===== src/rtl/bus_dest_regs_pkg.sv =====
// Shared encoding for the CPU data bus: destination/source select codes and the
// write-side FSM state type.
package bus_dest_regs_pkg;

  localparam logic [3:0] LD_DATAMEM = 4'd0;
  localparam logic [3:0] LD_R       = 4'd1;
  localparam logic [3:0] LD_IR      = 4'd2;
  localparam logic [3:0] LD_RL      = 4'd3;
  localparam logic [3:0] LD_RC      = 4'd4;
  localparam logic [3:0] LD_RP      = 4'd5;
  localparam logic [3:0] LD_RQ      = 4'd6;
  localparam logic [3:0] LD_R1      = 4'd7;
  localparam logic [3:0] LD_ACC     = 4'd8;
  localparam logic [3:0] LD_IDLE    = 4'd9;

  // RC, RP, RQ, R1 occupy consecutive codes starting at LD_RC
  localparam int NUM_INC_REGS = 4;

  typedef enum logic {
    ST_IDLE     = 1'b0,
    ST_MEM_WAIT = 1'b1
  } wr_state_e;

  function automatic logic is_reg_code(input logic [3:0] code);
    return (code >= LD_R) && (code <= LD_ACC);
  endfunction

endpackage


===== src/rtl/bus_dest_regs_inc_reg.sv =====
// bus_inc_reg: loadable register with +1 increment; a load in the same cycle
// overrides the increment.
module bus_inc_reg #(
  parameter int WIDTH = 12
) (
  input  logic             clk,
  input  logic             rst,
  input  logic             load_en,
  input  logic             inc_en,
  input  logic [WIDTH-1:0] load_data,
  output logic [WIDTH-1:0] q
);

  logic [WIDTH-1:0] q_reg;
  logic [WIDTH-1:0] q_next;

  always_comb begin
    q_next = q_reg;
    if (load_en) begin
      q_next = load_data;
    end else if (inc_en) begin
      q_next = q_reg + WIDTH'(1);
    end
  end

  always_ff @(posedge clk or posedge rst) begin
    if (rst) begin
      q_reg <= '0;
    end else begin
      q_reg <= q_next;
    end
  end

  assign q = q_reg;

endmodule


===== src/rtl/bus_dest_regs.sv =====
// Bus destination side: captures bus_in into the register or memory selected by
// load_sel. Optional write statistics counter enabled by BUS_DEST_STATS_EN.
module bus_dest_regs
  import bus_dest_regs_pkg::*;
#(
  parameter int MEM_WIDTH = 12,
  parameter int INS_WIDTH = 8
) (
  input  logic                 clk,
  input  logic                 rst,
  input  logic [MEM_WIDTH-1:0] bus_in,
  input  logic [3:0]           load_sel,
  input  logic                 load_valid,
  output logic                 load_ready,
  input  logic [3:0]           inc_en,
  output logic                 mem_wr_req,
  output logic [MEM_WIDTH-1:0] mem_wr_data,
  input  logic                 mem_wr_ack,
  output logic [MEM_WIDTH-1:0] R,
  output logic [MEM_WIDTH-1:0] RL,
  output logic [MEM_WIDTH-1:0] RC,
  output logic [MEM_WIDTH-1:0] RP,
  output logic [MEM_WIDTH-1:0] RQ,
  output logic [MEM_WIDTH-1:0] R1,
  output logic [MEM_WIDTH-1:0] ACC,
  output logic [INS_WIDTH-1:0] IR
`ifdef BUS_DEST_STATS_EN
  ,
  output logic [15:0]          wr_count
`endif
);

  wr_state_e            state_reg, state_next;
  logic                 mem_wr_req_reg, mem_wr_req_next;
  logic [MEM_WIDTH-1:0] mem_wr_data_reg, mem_wr_data_next;
  logic                 accept;
  logic                 mem_done;

  logic [MEM_WIDTH-1:0] r_reg, rl_reg, acc_reg;
  logic [INS_WIDTH-1:0] ir_reg;
  logic [MEM_WIDTH-1:0] inc_q [NUM_INC_REGS];

  assign load_ready = (state_reg == ST_IDLE);
  assign accept     = load_valid && load_ready;
  assign mem_done   = (state_reg == ST_MEM_WAIT) && mem_wr_ack;

  always_comb begin
    state_next       = state_reg;
    mem_wr_req_next  = mem_wr_req_reg;
    mem_wr_data_next = mem_wr_data_reg;
    case (state_reg)
      ST_IDLE: begin
        if (accept && (load_sel == LD_DATAMEM)) begin
          state_next       = ST_MEM_WAIT;
          mem_wr_req_next  = 1'b1;
          mem_wr_data_next = bus_in;
        end
      end
      ST_MEM_WAIT: begin
        // request and data stay frozen until the memory acknowledges
        if (mem_wr_ack) begin
          state_next      = ST_IDLE;
          mem_wr_req_next = 1'b0;
        end
      end
      default: begin
        state_next      = ST_IDLE;
        mem_wr_req_next = 1'b0;
      end
    endcase
  end

  always_ff @(posedge clk or posedge rst) begin
    if (rst) begin
      state_reg       <= ST_IDLE;
      mem_wr_req_reg  <= 1'b0;
      mem_wr_data_reg <= '0;
    end else begin
      state_reg       <= state_next;
      mem_wr_req_reg  <= mem_wr_req_next;
      mem_wr_data_reg <= mem_wr_data_next;
    end
  end

  assign mem_wr_req  = mem_wr_req_reg;
  assign mem_wr_data = mem_wr_data_reg;

  always_ff @(posedge clk or posedge rst) begin
    if (rst) begin
      r_reg   <= '0;
      rl_reg  <= '0;
      acc_reg <= '0;
      ir_reg  <= '0;
    end else if (accept) begin
      case (load_sel)
        LD_R:    r_reg   <= bus_in;
        LD_RL:   rl_reg  <= bus_in;
        LD_ACC:  acc_reg <= bus_in;
        LD_IR:   ir_reg  <= bus_in[INS_WIDTH-1:0];
        default: ;
      endcase
    end
  end

  genvar gi;
  generate
    for (gi = 0; gi < NUM_INC_REGS; gi++) begin : g_inc
      bus_inc_reg #(
        .WIDTH(MEM_WIDTH)
      ) u_inc_reg (
        .clk      (clk),
        .rst      (rst),
        .load_en  (accept && (load_sel == (LD_RC + 4'(gi)))),
        .inc_en   (inc_en[gi]),
        .load_data(bus_in),
        .q        (inc_q[gi])
      );
    end
  endgenerate

  assign R   = r_reg;
  assign RL  = rl_reg;
  assign ACC = acc_reg;
  assign IR  = ir_reg;
  assign RC  = inc_q[0];
  assign RP  = inc_q[1];
  assign RQ  = inc_q[2];
  assign R1  = inc_q[3];

`ifdef BUS_DEST_STATS_EN
  logic [15:0] wr_count_reg;

  // counts register loads and completed memory writes, saturating
  always_ff @(posedge clk or posedge rst) begin
    if (rst) begin
      wr_count_reg <= '0;
    end else if (((accept && is_reg_code(load_sel)) || mem_done) &&
                 (wr_count_reg != 16'hFFFF)) begin
      wr_count_reg <= wr_count_reg + 16'd1;
    end
  end

  assign wr_count = wr_count_reg;
`else
  logic unused_mem_done;
  assign unused_mem_done = mem_done;
`endif

endmodule


===== config.mk =====
export PLATFORM = sky130hd
export DESIGN_NAME = bus_dest_regs
export DESIGN_NICKNAME = d
export VERILOG_FILES = /design/src/rtl/bus_dest_regs_pkg.sv /design/src/rtl/bus_dest_regs_inc_reg.sv /design/src/rtl/bus_dest_regs.sv
export SDC_FILE = /design/constraint.sdc
export NUM_CORES = 1
export LEC_CHECK = 0
export CORE_MARGIN = 10
export CORE_UTILIZATION = 35
export CTS_CLUSTER_DIAMETER = 80
export CTS_CLUSTER_SIZE = 8
export DETAILED_ROUTE_END_ITERATION = 10
export PLACE_DENSITY = 0.59
export SYNTH_ARGS = -nofsm -noshare
export SYNTH_HDL_FRONTEND = slang
export SYNTH_HIERARCHICAL = 1
export SYNTH_SLANG_ARGS = --single-unit

===== constraint.sdc =====
create_clock -name clk -period 3.6 [get_ports clk]
set_input_delay 0.9 -clock clk [delete_from_list [all_inputs] [get_ports clk]]
set_output_delay 0.9 -clock clk [all_outputs]
set_load 0.05 [all_outputs]

# After elaboration in Yosys (flattened, before gate mapping)
# Index checks and enable logic that the tools add are counted.
# word_totals
romBits	0
reg_bits	106
memories	0
latchBits	0
in_bits	24
ram_bits	0
# op_classes
n_bitwise	1
div_mod_pow	0
n_mul	0
shifts	0
reduce_logical	17
addsub	4
n_mux	14
eq_ne	10
order_cmp	0
# op_table
cell	count
12-bit two-way mux	8
12-bit by 1-bit adder with 12-bit output (second input constant)	4
4-bit by 3-bit == test with 1-bit output (second input constant)	4
2-bit AND reduction	6
4-bit by 2-bit == test with 1-bit output (second input constant)	2
2-bit nonzero test	4
1-bit logical AND	6
4-bit by 1-bit == test with 1-bit output (second input constant)	1
4-bit == test (second input constant)	1
4-bit logical NOT	1
1-bit two-way mux	4
1-bit one-hot mux with 2 select lines	2
2-bit by 1-bit inequality test with 1-bit output (second input constant)	1
2-bit inequality test (second input constant)	1
1-bit NOT	1

# Depth between registers and ports, before layout
# Gate-level depths: netlist of the first run.
# depth
ltp_word	5
ltp_mapped	7

# Modules after synthesis
# Netlist of the first run, hierarchy kept.
# by_module_without_submodules
mod	seq_area_each_um2	instances	area_each_um2	cells_per_inst
bus_inc_reg	300.3	4	710.7	76
bus_dest_regs	1451.4	1	2394.8	140

# Least setup slack after synthesis of the first run
# OpenSTA, ideal clock, no wires.
# synth_path
path_kind	input -> register
from	in load_sel[3]
to	reg g_inc[0].u_inc_reg.q_reg[11]
slack_ps	1320
stages	6
t_arrival_ps	2149
path_buffers	1
path_cell_list	nand3b_1 -> nor4_1 -> clkbuf_1 -> nor2b_1 -> a221oi_1 -> nand3_1
# synth_between
elab_chain_len	3
word_cells_on_any_way	4
classes_between	eq/ne (1); mux (1); reduce/logical (2)
# synth_rtl
element	line_no	text
start: declaration	bus_dest_regs.sv:12	input logic [3:0] load_sel,
4-bit by 3-bit == test with 1-bit output (*)	bus_dest_regs.sv:113	.load_en (accept && (load_sel == (LD_RC + 4'(gi)))),
1-bit logical AND (*)	bus_dest_regs.sv:113	
12-bit two-way mux or 2-bit nonzero test (tied branches)	-	
end signal: assignment	bus_dest_regs_inc_reg.sv:30	q_reg <= q_next;
end: declaration	bus_dest_regs_inc_reg.sv:14	logic [WIDTH-1:0] q_reg;
# Mark *: on every way between the ends. The rest lies on a longest branch, timed or not.
# A chain may end at the register's enable or synchronous reset.

# Final worst setup path of the first run
# layout_path
from	in load_sel[3]
to	reg g_inc[3].u_inc_reg.q_reg[11]
# layout_between
elab_chain_len	3
word_cells_on_any_way	4
classes_between	eq/ne (1); mux (1); reduce/logical (2)
# layout_rtl
element	line_no
4-bit by 3-bit == test with 1-bit output (*)	bus_dest_regs.sv:113
1-bit logical AND (*)	bus_dest_regs.sv:113
12-bit two-way mux or 2-bit nonzero test (tied branches)	-
end signal: assignment	bus_dest_regs_inc_reg.sv:30
end: declaration	bus_dest_regs_inc_reg.sv:14
# Marks and branches as above.

==> Implementation_results.wiki, run 1 <==
{| class="wikitable"
! Metric !! Value
|-
| Result of the run || complete, no violations
|-
| Antenna diode instance count || 0
|-
| Total number of vias || 4031
|-
| Resize count post-CTS || 0
|-
| Share of layout cells above drive strength 1 || 18.3%
|-
| TritonCTS sink count || 106
|-
| Pin count of the biggest net entering global routing || 35
|-
| CP Max Fanout || 11
|-
| Setup CP Type || input port to flop
|-
| Part of the Yosys area used for sequential elements || 50.6%
|-
| Worst Min Path Start || RL[8]
|-
| Number of flip-flops in the largest register || 48
|-
| Clock tree from TritonCTS || built
|-
| Wire length of the first global-routing pass || 24.4 mm
|-
| Total congestion overflow after global routing || 0
|-
| Via count of the first global-routing pass || 4219
|-
| Synthesis-stage register bit count || 106
|-
| Die W || 142 um
|-
| Max Cap Violations || 0
|-
| Ratio of final minimum period to clock period || 74.4%
|-
| Hold Violations, Final || 0
|-
| Reg-to-reg critical path startpoint || state_reg
|-
| Max IR drop VDD || 457 uV
|-
| Leakage power of the design || 2.82 nW
|-
| Cell Count, Final, Fillers Out || 764
|-
| Detail-routed net length per standard cell || 20.1 um
|-
| Buffer levels on the longest clock path || 2
|-
| Die outline height || 142 um
|-
| Number of enable flip-flop cells after synthesis || 0
|-
| Number of pins exceeding their max-slew limit in the final report || 0
|-
| I/O pin cnt || 130
|-
| Clock root cell || clkbuf_16
|-
| Worst endpoint required time || 3.89 ns
|-
| Number of cell rows || 44
|-
| Post-synthesis cell count || 444
|-
| Average size of a mapped cell || 11.8 um^2
|-
| Largest area contributor in the netlist || dfrtp_1
|-
| Max frequency || 0.373 GHz
|-
| Endpoint kind of the worst setup timing path || flop
|-
| Synth async-reset ratio || 100%
|-
| Data arrival time at the worst-slack endpoint || 2.97 ns
|-
| Number of warning messages in the yosys log || 6
|-
| Final worst clock skew || 0.00695 ns
|-
| Placed cell count || 749
|-
| Number of nets at the end of the flow || 604
|-
| PD cells || 817 nW/um^2
|-
| Syn Std Cell Area || 5240 um^2
|-
| Die footprint || 20300 um^2
|-
| Clock-pin slew reported for the worst setup and hold paths after clock tree synthesis || 0.07 ns
|-
| Total Neg Setup Slack || 0 ns
|-
| Final weighted congestion in routability-driven placement || 0.829
|-
| Hold crit path type || flop to flop
|-
| Drt via density || 5.28
|-
| Initial DRC count || 310
|-
| CTS H-Tree Depth || 3
|-
| Top cells by area in the synthesized netlist || dfrtp_1, mux2_4, mux2_2
|-
| Nets in the synthesized netlist || 472
|-
| Router iterations before antenna repair || 4
|-
| Initial Util || 35.9%
|-
| Final routed DRC violation total || 0
|-
| Startpoint type of the worst setup path || input port
|-
| Portion of synthesized cell area occupied by the leading cell type || 50.6%
|-
| Cts-stage hold buffer count || 0
|-
| Count of filler cells inserted in the layout || 1339
|-
| Critical path startpoint || load_sel[3]
|-
| Post-route minimum period || 2.68 ns
|-
| Antenna-violating nets left || 0
|-
| Slew at the pin closest to its max-slew limit || 0.712 ns
|-
| Post-synthesis cell type count || 40
|-
| Number of failing setup endpoints in the final timing report || 0
|-
| Number of port buffers || 129
|-
| Post-CTS repair timing setup buffer count || 0
|-
| Antenna violations before repair || 1
|-
| Final HPWL from detailed placement || 11.1 mm
|-
| Wirelength, routed || 15.4 mm
|-
| Area growth, synth to finish || 33.5%
|-
| Insertion delay to the later sink of the worst-skew pair || 0.36 ns
|-
| Inserted Clock Buffers || 9
|-
| Setup repair after global routing missed its margin || no
|-
| All-layer global routing usage || 15.3%
|-
| Relative slew margins || 52.5%
|-
| Placeable core region || 14600 um^2
|-
| Most used DFF post-synth || dfrtp_1
|}
## area by class of cell
type                    instances  area, um^2  share of cell area (%)
clock inverters                 6        50.0                   0.716
clock buffers                   9         225                    3.22
well taps                     184         230                    3.29
inverters                      14        52.6                   0.752
repair buffers                137        1350                    19.3
flip-flops and latches        106        2650                    37.9
multi-input cells             308        2430                    34.8
## critical path, stage by stage
cell and delay (ns):
clkdlybuf4s50_1 0.54, nand3b_1 0.28, nor2_1 0.23, or3b_2 0.51, or4_1 0.42, nand3_1 0.09
## cells by family (layout without fill, tap and decap cells)
logic type,after synthesis,in the layout,synth area share (%)
flip-flops,106,106,50.6
multiplexers,60,60,14.8
adder cells (fa/ha/maj),4,4,0.956
AND/OR/NAND/NOR,163,163,19.9
buffers and inverters,30,166,3.18
XOR/XNOR,16,16,2.68
AO/OA/AOI/OAI,65,65,7.84
## report_power, final
part	total (W)	switching, W	internal [W]
clock network	0.000946	0.000469	0.000477
logic	0.00277	0.00179	0.000979
registers	0.00200	0.000452	0.00154
total	0.00571	0.00271	0.00300
## metrics by stage
step	hold WS, ns	setup slack [ns]	cell area [um^2]	total power (W)	util [%]
after floorplan	0.606	1.27	5240	0.00377	-
after global placement	0.478	0.592	6720	0.00477	46.0
after detailed placement	0.493	0.569	6720	0.00481	46.0
after CTS	0.512	0.920	6990	0.00578	47.9
after global routing	0.520	0.777	6990	0.00600	47.9
final	0.506	0.923	6990	0.00571	47.9
## synth_stat cells, types with 8 or more instances
master    count
a31oi_1       8
mux2_4       28
clkbuf_1      8
dfrtp_1     106
nand2_1      49
o21ai_0      29
nor2_1       15
xor2_1       12
mux2_2       28
or4_1        20
nand3_1      32
nor2b_1       8
nand4_4       8
o31ai_1       8
inv_1        14
o211ai_1     12
## metal layers
layer  part of all wire, %  wire [um]  GRT usage [%]
met3                   9.8       1510           6.98
met2                    45       6990           23.2
met5                 0.084         13              0
met1                    43       6620           19.0
met4                   1.7        255           5.01
## final timing paths
kind | to | slack (ns) | cells past startpoint
worst max-delay path | g_inc[3].u_inc_reg/q[11] | 0.92 | 6
worst max register to register | g_inc[3].u_inc_reg/q[5] | 1.62 | 7
worst min-delay path | RL[8] | 0.51 | 1
max in group asynchronous | mem_wr_data[7] | 1.75 | 3
worst min register to register | RL[8] | 0.51 | 1
min in group asynchronous | g_inc[3].u_inc_reg/q[2] | 1.08 | 2
## placed cells by master, fill, tap and decap left out, types with 8 or more instances in the layout
master           synthesis  layout
nand4_4                  8       8
nand2_1                 49      49
o31ai_1                  8       8
nand3_1                 32      32
dfrtp_1                106     106
inv_1                   14      13
xor2_1                  12      12
mux2_4                  28      28
mux2_2                  28      28
o211ai_1                12      12
o21ai_0                 29      29
nor2b_1                  8       8
clkbuf_16                0       9
nor2_1                  15      15
or4_1                   20      20
clkdlybuf4s50_1          0     129
a31oi_1                  8       8
buf_4                    4       8
No activity file was read; power rests on OpenSTA's default activity.
==> inputs of run 2 (changes only) <==
PLACE_DENSITY = 0.61   (was 0.59)
clock period = 2.3 ns   (was 3.6 ns; I/O delays follow)
==> run 2 against run 1 <==
Count of clock-buffer cells in the layout stayed put. Non-clock buffer count is 22 higher. Die area stayed put.
==> Implementation_results.wiki, run 2 (synthesized netlist as in run 1, its figures left out) <==
{| class="wikitable"
! Metric !! Value
|-
| Result of the run || complete, no violations (unchanged)
|-
| I/O pin cnt || 130 (unchanged)
|-
| Post-CTS repair timing setup buffer count || 0 (unchanged)
|-
| Reg-to-reg critical path startpoint || state_reg (unchanged)
|-
| Max IR drop VDD || 581 uV (was 457 uV)
|-
| Max Cap Violations || 0 (unchanged)
|-
| Final weighted congestion in routability-driven placement || 0.823 (was 0.829)
|-
| Die footprint || 20300 um^2 (unchanged)
|-
| Pin count of the biggest net entering global routing || 59 (was 35)
|-
| Cts-stage hold buffer count || 0 (unchanged)
|-
| Router iterations before antenna repair || 4 (unchanged)
|-
| Setup repair after global routing missed its margin || no (unchanged)
|-
| Detail-routed net length per standard cell || 20.4 um (was 20.1 um)
|-
| Slew at the pin closest to its max-slew limit || 0.601 ns (was 0.712 ns)
|-
| Final worst clock skew || 0.00444 ns (was 0.00695 ns)
|-
| Antenna-violating nets left || 0 (unchanged)
|-
| Endpoint kind of the worst setup timing path || output pin (was flop)
|-
| PD cells || 1250 nW/um^2 (was 817 nW/um^2)
|-
| Data arrival time at the worst-slack endpoint || 1.68 ns (was 2.97 ns)
|-
| Worst Min Path Start || mem_wr_req (was RL[8])
|-
| All-layer global routing usage || 15.9% (was 15.3%)
|-
| Total congestion overflow after global routing || 0 (unchanged)
|-
| Clock-pin slew reported for the worst setup and hold paths after clock tree synthesis || 0.07 ns (about the same)
|-
| Initial Util || 35.9% (unchanged)
|-
| Setup CP Type || flop to output pin (was input port to flop)
|-
| Die outline height || 142 um (unchanged)
|-
| Top cell family by delay on the critical path || buffers and inverters (was simple AND/OR/NAND/NOR gates)
|-
| Number of pins exceeding their max-slew limit in the final report || 0 (unchanged)
|-
| Clock tree from TritonCTS || built (unchanged)
|-
| Hold crit path type || flop to flop (unchanged)
|-
| Insertion delay to the later sink of the worst-skew pair || 0.36 ns (about the same)
|-
| Final routed DRC violation total || 0 (unchanged)
|-
| Number of flip-flops in the largest register || 48 (unchanged)
|-
| Worst endpoint required time || 1.73 ns (was 3.89 ns)
|-
| Combinational cell fraction of total power || 48.2% (was 48.5%)
|-
| R2r setup slk || 0.46 ns (was 1.62 ns)
|-
| Startpoint type of the worst setup path || flop (was input port)
|-
| Wire length of the first global-routing pass || 25.1 mm (was 24.4 mm)
|-
| Total number of vias || 4194 (was 4031)
|-
| Largest stage delay on the critical path || 0.86 ns (was 0.54 ns)
|-
| Area growth, synth to finish || 38.4% (was 33.5%)
|-
| Placed cell count || 771 (was 749)
|-
| CTS H-Tree Depth || 3 (unchanged)
|-
| Max frequency || 0.443 GHz
|-
| CP Max Fanout || 5 (was 11)
|-
| Cell Count, Final, Fillers Out || 787 (was 764)
|-
| Critical path buffers and inverters || 1 (unchanged)
|-
| Total net switching power || 0.00427 W (was 0.00271 W)
|-
| Wirelength, routed || 16.0 mm (was 15.4 mm)
|-
| Drt via density || 5.33 (was 5.28)
|-
| Most used cells in the layout excluding fill and tap cells || clkdlybuf4s50_1, dfrtp_1, nand2_1, nand3_1, o21ai_0 (unchanged)
|-
| Initial DRC count || 312 (was 310)
|-
| Final HPWL from detailed placement || 11.7 mm (was 11.1 mm)
|-
| Placeable core region || 14600 um^2 (unchanged)
|-
| Resize count post-CTS || 2 (was 0)
|-
| Hold Violations, Final || 0 (unchanged)
|-
| Buffer levels on the longest clock path || 2 (unchanged)
|-
| Leakage power of the design || 3.01 nW (was 2.82 nW)
|-
| Ratio of final minimum period to clock period || 98.1%
|-
| Via count of the first global-routing pass || 4368 (was 4219)
|-
| TritonCTS sink count || 106 (unchanged)
|-
| Number of cell rows || 44 (unchanged)
|-
| Sink of the worst hold path || mem_wr_req (was RL[8])
|-
| Relative slew margins || 59.8% (was 52.5%)
|-
| Post-route minimum period || 2.26 ns
|-
| Hold path cells || 2 (was 1)
|-
| Number of nets at the end of the flow || 626 (was 604)
|-
| Antenna diode instance count || 0 (unchanged)
|-
| Inserted Clock Buffers || 9 (unchanged)
|-
| Layout Utilization || 49.7% (was 47.9%)
|-
| Post-layout total power || 0.00909 W (was 0.00571 W)
|-
| Max stage delay cell, worst path || clkdlybuf4s50_1 (unchanged)
|-
| FF-to-FF path depth || 6 (was 7)
|-
| Internal Power || 0.00483 W (was 0.00300 W)
|-
| Share of layout cells above drive strength 1 || 21.7% (was 18.3%)
|-
| Worst reg2reg endpoint || g_inc[3].u_inc_reg/q[11] (was g_inc[3].u_inc_reg/q[5])
|-
| Switch share || 46.9% (was 47.5%)
|-
| Portion of total power attributed to sequential cells || 34.2% (was 34.9%)
|-
| Cells along the critical path || clkdlybuf4s50_1 (was clkdlybuf4s50_1 > nand3b_1 > nor2_1 > or3b_2 > or4_1 > nand3_1)
|-
| Die W || 142 um (unchanged)
|-
| Clock root cell || clkbuf_16 (unchanged)
|-
| Number of port buffers || 129 (unchanged)
|-
| Share of total power in the clock network || 17.6% (was 16.5%)
|-
| Antenna violations before repair || 0 (was 1)
|-
| Commonest non-fill, non-tap cell in the layout || clkdlybuf4s50_1 (unchanged)
|-
| Number of failing setup endpoints in the final timing report || 0 (unchanged)
|}
-- run 2: power groups by stage --
stage	combinational (W)	sequential [W]	clock (W)
2_1_floorplan	0.000934	0.00497	0
3_3_place_gp	0.00440	0.00310	0
3_5_place_dp	0.00444	0.00314	0
4_1_cts	0.00444	0.00311	0.00165
5_1_grt	0.00462	0.00321	0.00174
6_report	0.00438	0.00311	0.00160
-- run 2: worst max-delay path by stage --
stage | start | to | slack, ns | depth (start not counted)
final | g_inc[3].u_inc_reg/q[2] | R1[2] | 0.04 | 1
after global routing | g_inc[3].u_inc_reg/q[2] | R1[2] | 0.0004 | 1
after floorplan | rst | ACC[0] | 0.30 | 1
after global placement | load_sel[3] | g_inc[0].u_inc_reg/q[11] | -0.20 | 6
after CTS | g_inc[0].u_inc_reg/q[4] | RC[4] | 0.01 | 1
after detailed placement | load_sel[2] | g_inc[0].u_inc_reg/q[11] | -0.23 | 6
-- run 2: final cells by class --
class,instances,area [um^2]
Clock inverter,7,81.3
Multi-Input combinational cell,308,2440
Tap cell,184,230
Timing Repair Buffer,159,1570
Clock buffer,9,225
Sequential cell,106,2650
Fill cell,1275,7340
Inverter,14,52.6
-- run 2: metal layers --
metal | track usage [%] | vias to the layer above | wire (um) | share of wire (%)
li1 | - | 1945 | - | -
met1 | 19.3 | 2098 | 6600 | 41
met2 | 25.2 | 133 | 7650 | 48
met3 | 6.11 | 18 | 1480 | 9.3
met4 | 5.22 | 0 | 283 | 1.8
met5 | 0 | - | 0 | 0
-- run 2: stage by stage --
stage	setup WS (ns)	hold slack (ns)	TNS (ns)	area [um^2]
after floorplan	0.297	0.440	0	5240
after detailed placement	-0.235	0.486	-4.32	6930
after global placement	-0.195	0.474	-2.67	6930
after global routing	0.000385	0.528	0	7250
after CTS	0.0117	0.503	0	7230
final	0.0430	0.496	0	7250
